## src/rtl/vend_txn_controller.sv

```systemverilog
// rtl/vend_txn_controller.sv - vending transaction controller: credit, product arbitration, dispense handshake, change
//
// Optional feature macro: VEND_TIMEOUT_EN (inactivity refund timer in CREDIT)
//
// Ports:
//   clk           in   single clock, rising edge
//   reset         in   asynchronous active-low reset
//   coin_5        in   5-unit coin pulse
//   coin_10       in   10-unit coin pulse
//   sel_a, sel_b  in   product selections, sampled every cycle
//   cancel        in   refund request
//   vend_done     in   dispenser finished the drop
//   vend_req_a/b  out  dispense request level, held until vend_done
//   change_5      out  one cycle high per 5 units returned
//   coin_reject   out  one-cycle pulse, coin not credited
//   credit        out  current credit
//   busy          out  high in VEND or CHANGE
//   current_state out  IDLE=0, CREDIT=1, VEND=2, CHANGE=3

module vend_txn_controller #(
  parameter int unsigned PRICE_A     = 15,
  parameter int unsigned PRICE_B     = 20,
  parameter int unsigned MAX_CREDIT  = 30,
  parameter int unsigned CREDIT_W    = 6,
  parameter int unsigned TIMEOUT_CYC = 1000
) (
  input  logic                clk,
  input  logic                reset,
  input  logic                coin_5,
  input  logic                coin_10,
  input  logic                sel_a,
  input  logic                sel_b,
  input  logic                cancel,
  input  logic                vend_done,
  output logic                vend_req_a,
  output logic                vend_req_b,
  output logic                change_5,
  output logic                coin_reject,
  output logic [CREDIT_W-1:0] credit,
  output logic                busy,
  output logic [1:0]          current_state
);

  typedef enum logic [1:0] {
    ST_IDLE   = 2'd0,
    ST_CREDIT = 2'd1,
    ST_VEND   = 2'd2,
    ST_CHANGE = 2'd3
  } state_t;

  localparam logic [CREDIT_W-1:0] PRICE_A_C = CREDIT_W'(PRICE_A);
  localparam logic [CREDIT_W-1:0] PRICE_B_C = CREDIT_W'(PRICE_B);
  localparam logic [CREDIT_W-1:0] MAX_C     = CREDIT_W'(MAX_CREDIT);
  localparam logic [CREDIT_W-1:0] FIVE_C    = CREDIT_W'(5);
  localparam logic [CREDIT_W-1:0] TEN_C     = CREDIT_W'(10);

  localparam int unsigned       TMO_W    = $clog2(TIMEOUT_CYC + 1);
  localparam logic [TMO_W-1:0]  TMO_LAST = TMO_W'(TIMEOUT_CYC - 1);

  state_t              state, state_nxt;
  logic [CREDIT_W-1:0] credit_nxt;
  logic                req_a_nxt, req_b_nxt, change_nxt, reject_nxt, busy_nxt;

  // Input decode shared by the next-state and output processes
  logic                in_credit;
  logic                coin_any, coin_both;
  logic [CREDIT_W-1:0] coin_val, coin_sum;
  logic                coin_fits;
  logic                cancel_ok, take_a, take_b, coin_ok, coin_rej;
  logic                tmo_hit, tmo_fire;

  assign in_credit = (state == ST_CREDIT);
  assign coin_any  = coin_5 | coin_10;
  assign coin_both = coin_5 & coin_10;
  assign coin_val  = coin_10 ? TEN_C : FIVE_C;
  // credit is at most MAX_CREDIT, so the sum never wraps within CREDIT_W
  assign coin_sum  = credit + coin_val;
  assign coin_fits = (coin_sum <= MAX_C);

  // Priority: cancel > sel_a > sel_b > coin. A select lacking credit
  // is dropped and lets the next lower-priority input through.
  assign cancel_ok = in_credit && cancel;
  assign take_a    = in_credit && !cancel && sel_a && (credit >= PRICE_A_C);
  assign take_b    = in_credit && !cancel && !take_a && sel_b && (credit >= PRICE_B_C);
  assign coin_ok   = coin_any && !coin_both && coin_fits &&
                     ((state == ST_IDLE) || (in_credit && !cancel_ok && !take_a && !take_b));
  assign coin_rej  = coin_any && !coin_ok;

  // Timeout only fires on a fully quiet CREDIT cycle
  assign tmo_fire  = in_credit && !cancel && !sel_a && !sel_b && !coin_any && tmo_hit;

  logic [TMO_W-1:0] tmo_cnt;
  logic             tmo_armed;

`ifdef VEND_TIMEOUT_EN
  logic in_activity;

  assign tmo_armed   = 1'b1;
  // Any coin (credited or not) and any select that did not vend restart the wait
  assign in_activity = coin_any | sel_a | sel_b;

  always_ff @(posedge clk or negedge reset) begin
    if (!reset) begin
      tmo_cnt <= '0;
    end else if (in_credit && (state_nxt == ST_CREDIT) && !in_activity) begin
      tmo_cnt <= tmo_cnt + TMO_W'(1);
    end else begin
      tmo_cnt <= '0;
    end
  end
`else
  assign tmo_armed = 1'b0;
  assign tmo_cnt   = '0;
`endif

  // Counter holds TIMEOUT_CYC-1 on the cycle whose increment would reach TIMEOUT_CYC
  assign tmo_hit = tmo_armed && (tmo_cnt == TMO_LAST);

  // State register; every output is registered alongside it so a reset
  // clears them (including vend_req_*) asynchronously.
  always_ff @(posedge clk or negedge reset) begin
    if (!reset) begin
      state       <= ST_IDLE;
      credit      <= '0;
      vend_req_a  <= 1'b0;
      vend_req_b  <= 1'b0;
      change_5    <= 1'b0;
      coin_reject <= 1'b0;
      busy        <= 1'b0;
    end else begin
      state       <= state_nxt;
      credit      <= credit_nxt;
      vend_req_a  <= req_a_nxt;
      vend_req_b  <= req_b_nxt;
      change_5    <= change_nxt;
      coin_reject <= reject_nxt;
      busy        <= busy_nxt;
    end
  end

  assign current_state = state;

  // Next-state and credit
  always_comb begin
    state_nxt  = state;
    credit_nxt = credit;
    case (state)
      ST_IDLE: begin
        if (coin_ok) begin
          state_nxt  = ST_CREDIT;
          credit_nxt = coin_sum;
        end
      end
      ST_CREDIT: begin
        if (cancel_ok) begin
          state_nxt = ST_CHANGE;
        end else if (take_a) begin
          state_nxt  = ST_VEND;
          credit_nxt = credit - PRICE_A_C;
        end else if (take_b) begin
          state_nxt  = ST_VEND;
          credit_nxt = credit - PRICE_B_C;
        end else if (coin_ok) begin
          credit_nxt = coin_sum;
        end else if (tmo_fire) begin
          state_nxt = ST_CHANGE;
        end
      end
      ST_VEND: begin
        if (vend_done) begin
          state_nxt = (credit != '0) ? ST_CHANGE : ST_IDLE;
        end
      end
      ST_CHANGE: begin
        if (credit >= FIVE_C) begin
          credit_nxt = credit - FIVE_C;
        end else begin
          state_nxt = ST_IDLE;
        end
      end
      default: begin
        state_nxt  = ST_IDLE;
        credit_nxt = '0;
      end
    endcase
  end

  // Next values of the registered outputs
  always_comb begin
    req_a_nxt  = 1'b0;
    req_b_nxt  = 1'b0;
    change_nxt = 1'b0;
    reject_nxt = coin_rej;
    busy_nxt   = (state_nxt == ST_VEND) || (state_nxt == ST_CHANGE);
    case (state)
      ST_CREDIT: begin
        req_a_nxt = take_a;
        req_b_nxt = take_b;
      end
      ST_VEND: begin
        req_a_nxt = vend_req_a && !vend_done;
        req_b_nxt = vend_req_b && !vend_done;
      end
      ST_CHANGE: begin
        change_nxt = (credit >= FIVE_C);
      end
      default: begin
        req_a_nxt = 1'b0;
      end
    endcase
  end

endmodule

```

## config.mk

```make
export PLATFORM = sky130hd
export DESIGN_NAME = vend_txn_controller
export DESIGN_NICKNAME = d
export VERILOG_FILES = /design/src/rtl/vend_txn_controller.sv
export SDC_FILE = /design/constraint.sdc
export NUM_CORES = 1
export LEC_CHECK = 0
export CAP_MARGIN = 0
export CELL_PAD_IN_SITES_DETAIL_PLACEMENT = 1
export CELL_PAD_IN_SITES_GLOBAL_PLACEMENT = 1
export CORE_ASPECT_RATIO = 1.4
export CORE_MARGIN = 2
export CORE_UTILIZATION = 44
export DETAILED_ROUTE_END_ITERATION = 12
export PLACE_DENSITY = 0.81
export SLEW_MARGIN = 20
export SYNTH_ARGS = -nofsm -noshare
export SYNTH_HDL_FRONTEND = slang
export SYNTH_SLANG_ARGS = --single-unit
```

## constraint.sdc

```tcl
create_clock -name clk -period 4.4 [get_ports clk]
set_clock_uncertainty 0.05 [all_clocks]
set_input_delay 0.66 -clock clk [delete_from_list [all_inputs] [get_ports clk]]
set_output_delay 0.66 -clock clk [all_outputs]
set_load 0.02 [all_outputs]
```

==> flow_results.org <==
** Hold path
- The worst hold path belongs to the class reg2reg.
- In this run the most critical hold path is launched from vend_req_a.
- For hold timing, the worst endpoint is vend_req_a.
- Worst hold path stage count :: 2

** Timing
- Setup violations remaining at the end of the flow were counted as 0.
- Setup repair after global routing left no endpoint under its margin.
- Headroom to the max-slew limit came out at 0.538.
- Once routing completed, OpenROAD measured the worst setup slack at 0.747 ns.
- Dividing the final minimum period by the clock period gives 0.830.
- Setup_tns :: 0 ns
- Max Freq :: 274 MHz
- Hold violation total from the final report :: 0
- The count of pins over their slew limit was 0.
- For the pin with the worst max-slew slack, the measured transition is 0.694 ns.
- The worst path needs 3.65 ns of the cycle, external delays included.

** Synth
- Async SR Flop Fraction :: 1.00
- The portion of synthesized area spent on multiplexers is 0.00616.
- The average instance in the mapped netlist occupies 7.88 um2.
- Commonest register cell after synthesis :: sky130_fd_sc_hd__dfrtp_1
- Portion of the post-synthesis area used by sequential elements :: 0.185
- Most frequent cell after synthesis :: sky130_fd_sc_hd__nand2_1
- Simple-gate share of the synthesized area :: 0.188
- Area of the mapped netlist :: 0.00162 mm2
- In this run, synthesis inferred 0 flip-flops with an integrated enable.
- The area fraction in compound gates after synthesis was 0.337.
- Largest cells by area after synthesis :: sky130_fd_sc_hd__dfrtp_1 18%, sky130_fd_sc_hd__ha_1 14%, sky130_fd_sc_hd__xnor2_1 5.4%, sky130_fd_sc_hd__o21ai_0 4.9%, sky130_fd_sc_hd__nand2_1 4.4%
- Yosys warnings :: 0
- After technology mapping, the gate count stands at 206.
- Share of the synthesized area in the top cell type :: 0.185
- Register bit total from synthesis :: 12
- Syn_nets :: 233
- The largest total area in the synthesized netlist belongs to sky130_fd_sc_hd__dfrtp_1.
- After synthesis, the largest family of logic cells by area is compound AO/OA/AOI/OAI gates.
- Count of distinct cell types in the synthesized netlist :: 52
- Sorting the synthesized cells by how often they occur yields 19 x sky130_fd_sc_hd__nand2_1, 18 x sky130_fd_sc_hd__ha_1, 16 x sky130_fd_sc_hd__inv_1, 16 x sky130_fd_sc_hd__o21ai_0, 14 x sky130_fd_sc_hd__a21oi_1.
- Adder-Cell Fraction of Synth Area :: 0.151
- Of the total synthesized cell area, the portion taken by XOR and XNOR cells is 0.0593.

** Setup path
- The cell family contributing the most delay on the critical path is simple AND/OR/NAND/NOR gates.
- Crit path top cell by count :: sky130_fd_sc_hd__and3_1
- Slowest library cell on the worst path :: sky130_fd_sc_hd__clkdlybuf4s50_1
- The worst register-to-register path ends at credit[2].
- Reg2Reg Setup Slack :: 1.17 ns
- The critical path contains buffers and inverters numbering 2 combined.
- Worst Reg-to-Reg Cells :: 9
- The critical path goes through clkdlybuf4s50_1, inv_1, ha_1, fa_1, and3_1, o21a_1, nor4_1, and3_1, nor2_4, o311ai_1, a22o_1.
- The critical path in this run is classified as in2reg.
- Crit-path max FO :: 9
- In this design, the stage delay of the slowest critical-path cell is 0.57 ns.
- The worst setup path is captured at a flip-flop.
- CP startpoint kind :: input pin
- Data on the critical path is required at its endpoint by 4.54 ns.
- Data arrival time at the worst-slack endpoint :: 3.79 ns
- Critical register-to-register path startpoint :: busy

** Route
- Average wire per standard cell :: 21.0 um
- After detailed routing, the number of vias per cell comes to 6.33.
- DRC errors left :: 0
- Number of vias after detailed routing :: 1,659
- For this block, the routed nets add up to 5500 um of wire.
- The count of nets left with antenna violations once routing finished came out at 0.
- The first routing iteration left 71 violations.
- Number of search-and-repair iterations in the first detailed-routing pass :: 4

** Power
- Dividing total power by cell area gives a power density of 148 mW/mm2.
- Leakage power total :: 0.767 nW
- VDD sags by at most 0.113 mV.

** Floorplanning
- Pin placement for this block handled 21 I/O pins.
- For this configuration, the core starts out at a cell density of 0.454.
- The die covers 0.00420 mm2.
- The core region is 0.00358 mm2.
- Number of placement rows :: 26
- Overall die height :: 75.9 um
- Horizontal extent of the die :: 55.3 um

** Clock network
- TritonCTS built the clock tree.
- Clock latency at the later pin of the worst-skew pair :: 0.25 ns
- Counting every sink on the clock net gives 12.
- TritonCTS created 3 clock buffers.
- Clock transition at the registers of the reported paths :: 0.06 ns
- No sink is reached through more buffers than the 2 on the longest clock path.
- H-Tree Depth :: 1
- After clock tree synthesis, the repair step resized 0 gates.
- Root buffer cell :: sky130_fd_sc_hd__clkbuf_8
- The number of setup buffers added after CTS is 0.
- Hold repair after CTS inserted 0 buffers.

** Global routing
- First-pass GRT wire length :: 9020 um
- All-Layer GR Usage :: 0.281
- GR Overflow Total :: 0
- Pin count of the biggest net entering global routing :: 17
- The number of antenna violations at the first check in global routing is 0.
- The number of global-route vias before repair was 1,760.

** Placed design
- After legalization and detailed placement, the total HPWL measured 4240 um.
- Total of buffers placed on input and output ports :: 20
- Before CTS, the worst setup slack after placement is 0.497 ns.
- Final Wtd Congestion :: 0.864

** Final layout
- Nets@finish :: 248
- In the final layout, the share of cells above drive strength 1 is 0.0545.
- Growth of design area from synthesis to finish :: 15.3%
- Core occupancy in the finished layout :: 0.523
- Ant. Diodes :: 0

** Run
- Across the run, the number of max-cap violations was 0.

** Outcome
- Outcome :: completed
sequential cells by signal, summed over array words and instances (netlist names):
name,flops
change_5,1
busy,1
current_state,1
coin_reject,1
vend_req_a,1
vend_req_b,1
credit,6
layer usage:
layer  wire [um]  vias to the layer above  global-route usage  part of all wire
met5           0                        -                   0                 0
met4         127                        0               0.119             0.023
met3         165                        8              0.0255             0.030
met2        2980                       43               0.540              0.54
met1        2220                      826               0.321              0.40
li1            -                      782                   -                 -
logic make-up after synthesis:
group | count (synthesis)
simple gates | 60
mux | 1
xor+xnor | 11
flops | 12
compound gates | 77
buf+inv | 26
fa+ha+maj | 19
metrics by stage:
stage	hold WS, ns	instances	power [W]	instance area, um2
3_5_place_dp	0.502	258	0.000149	1820
6_report	0.500	262	0.000276	1870
3_3_place_gp	0.473	258	0.000148	1820
5_1_grt	0.544	262	0.000282	1870
4_1_cts	0.508	262	0.000274	1870
2_1_floorplan	0.314	206	0.000133	1620
placed cells by master (no fill, tap or decap), drive strengths merged, types with 3 or more instances in the layout:
cell type and instances:
o311ai 3, o31ai 3, nand2 19, inv 16, and3 4, clkdlybuf4s50 20, a21boi 3, nand3 8
a21o 3, ha 18, dfrtp 12, nor3 5, a21oi 14, nor2 12, clkbuf 4, o211ai 5
o21ai 16, xnor2 10, a31oi 10
cell type report:
type / instances / area [um2]
clock buffers: 4 / 55.1
fillers: 471 / 1710
inverters: 16 / 60.1
multi-input cells: 168 / 1200
flip-flops and latches: 12 / 300
well taps: 42 / 52.6
repair buffers: 20 / 200
power by group:
part	internal [W]	switching, W
clock network	0.0000794	0.0000497
logic	0.0000149	0.0000214
registers	0.000111	0.000000124
total	0.000205	0.0000712
how the worst max path moves through the flow:
| stage | start | cells past startpoint | end | slack, ns |
|---|---|---|---|---|
| floorplan | coin_10 | 11 | credit[5] | 1.48 |
| global placement | coin_10 | 11 | credit[5] | 0.66 |
| detailed placement | coin_10 | 11 | credit[5] | 0.50 |
| CTS | coin_10 | 11 | credit[5] | 0.75 |
| global route | coin_10 | 11 | credit[0] | 0.54 |
| finish | coin_10 | 11 | credit[5] | 0.75 |
worst min-delay path: stages, from the launching register on:
cell                       delay, ns
sky130_fd_sc_hd__dfrtp_1        0.38
sky130_fd_sc_hd__nand2_1        0.06
sky130_fd_sc_hd__a21boi_0       0.07
Note: power is estimated with default switching activity, not from simulation.
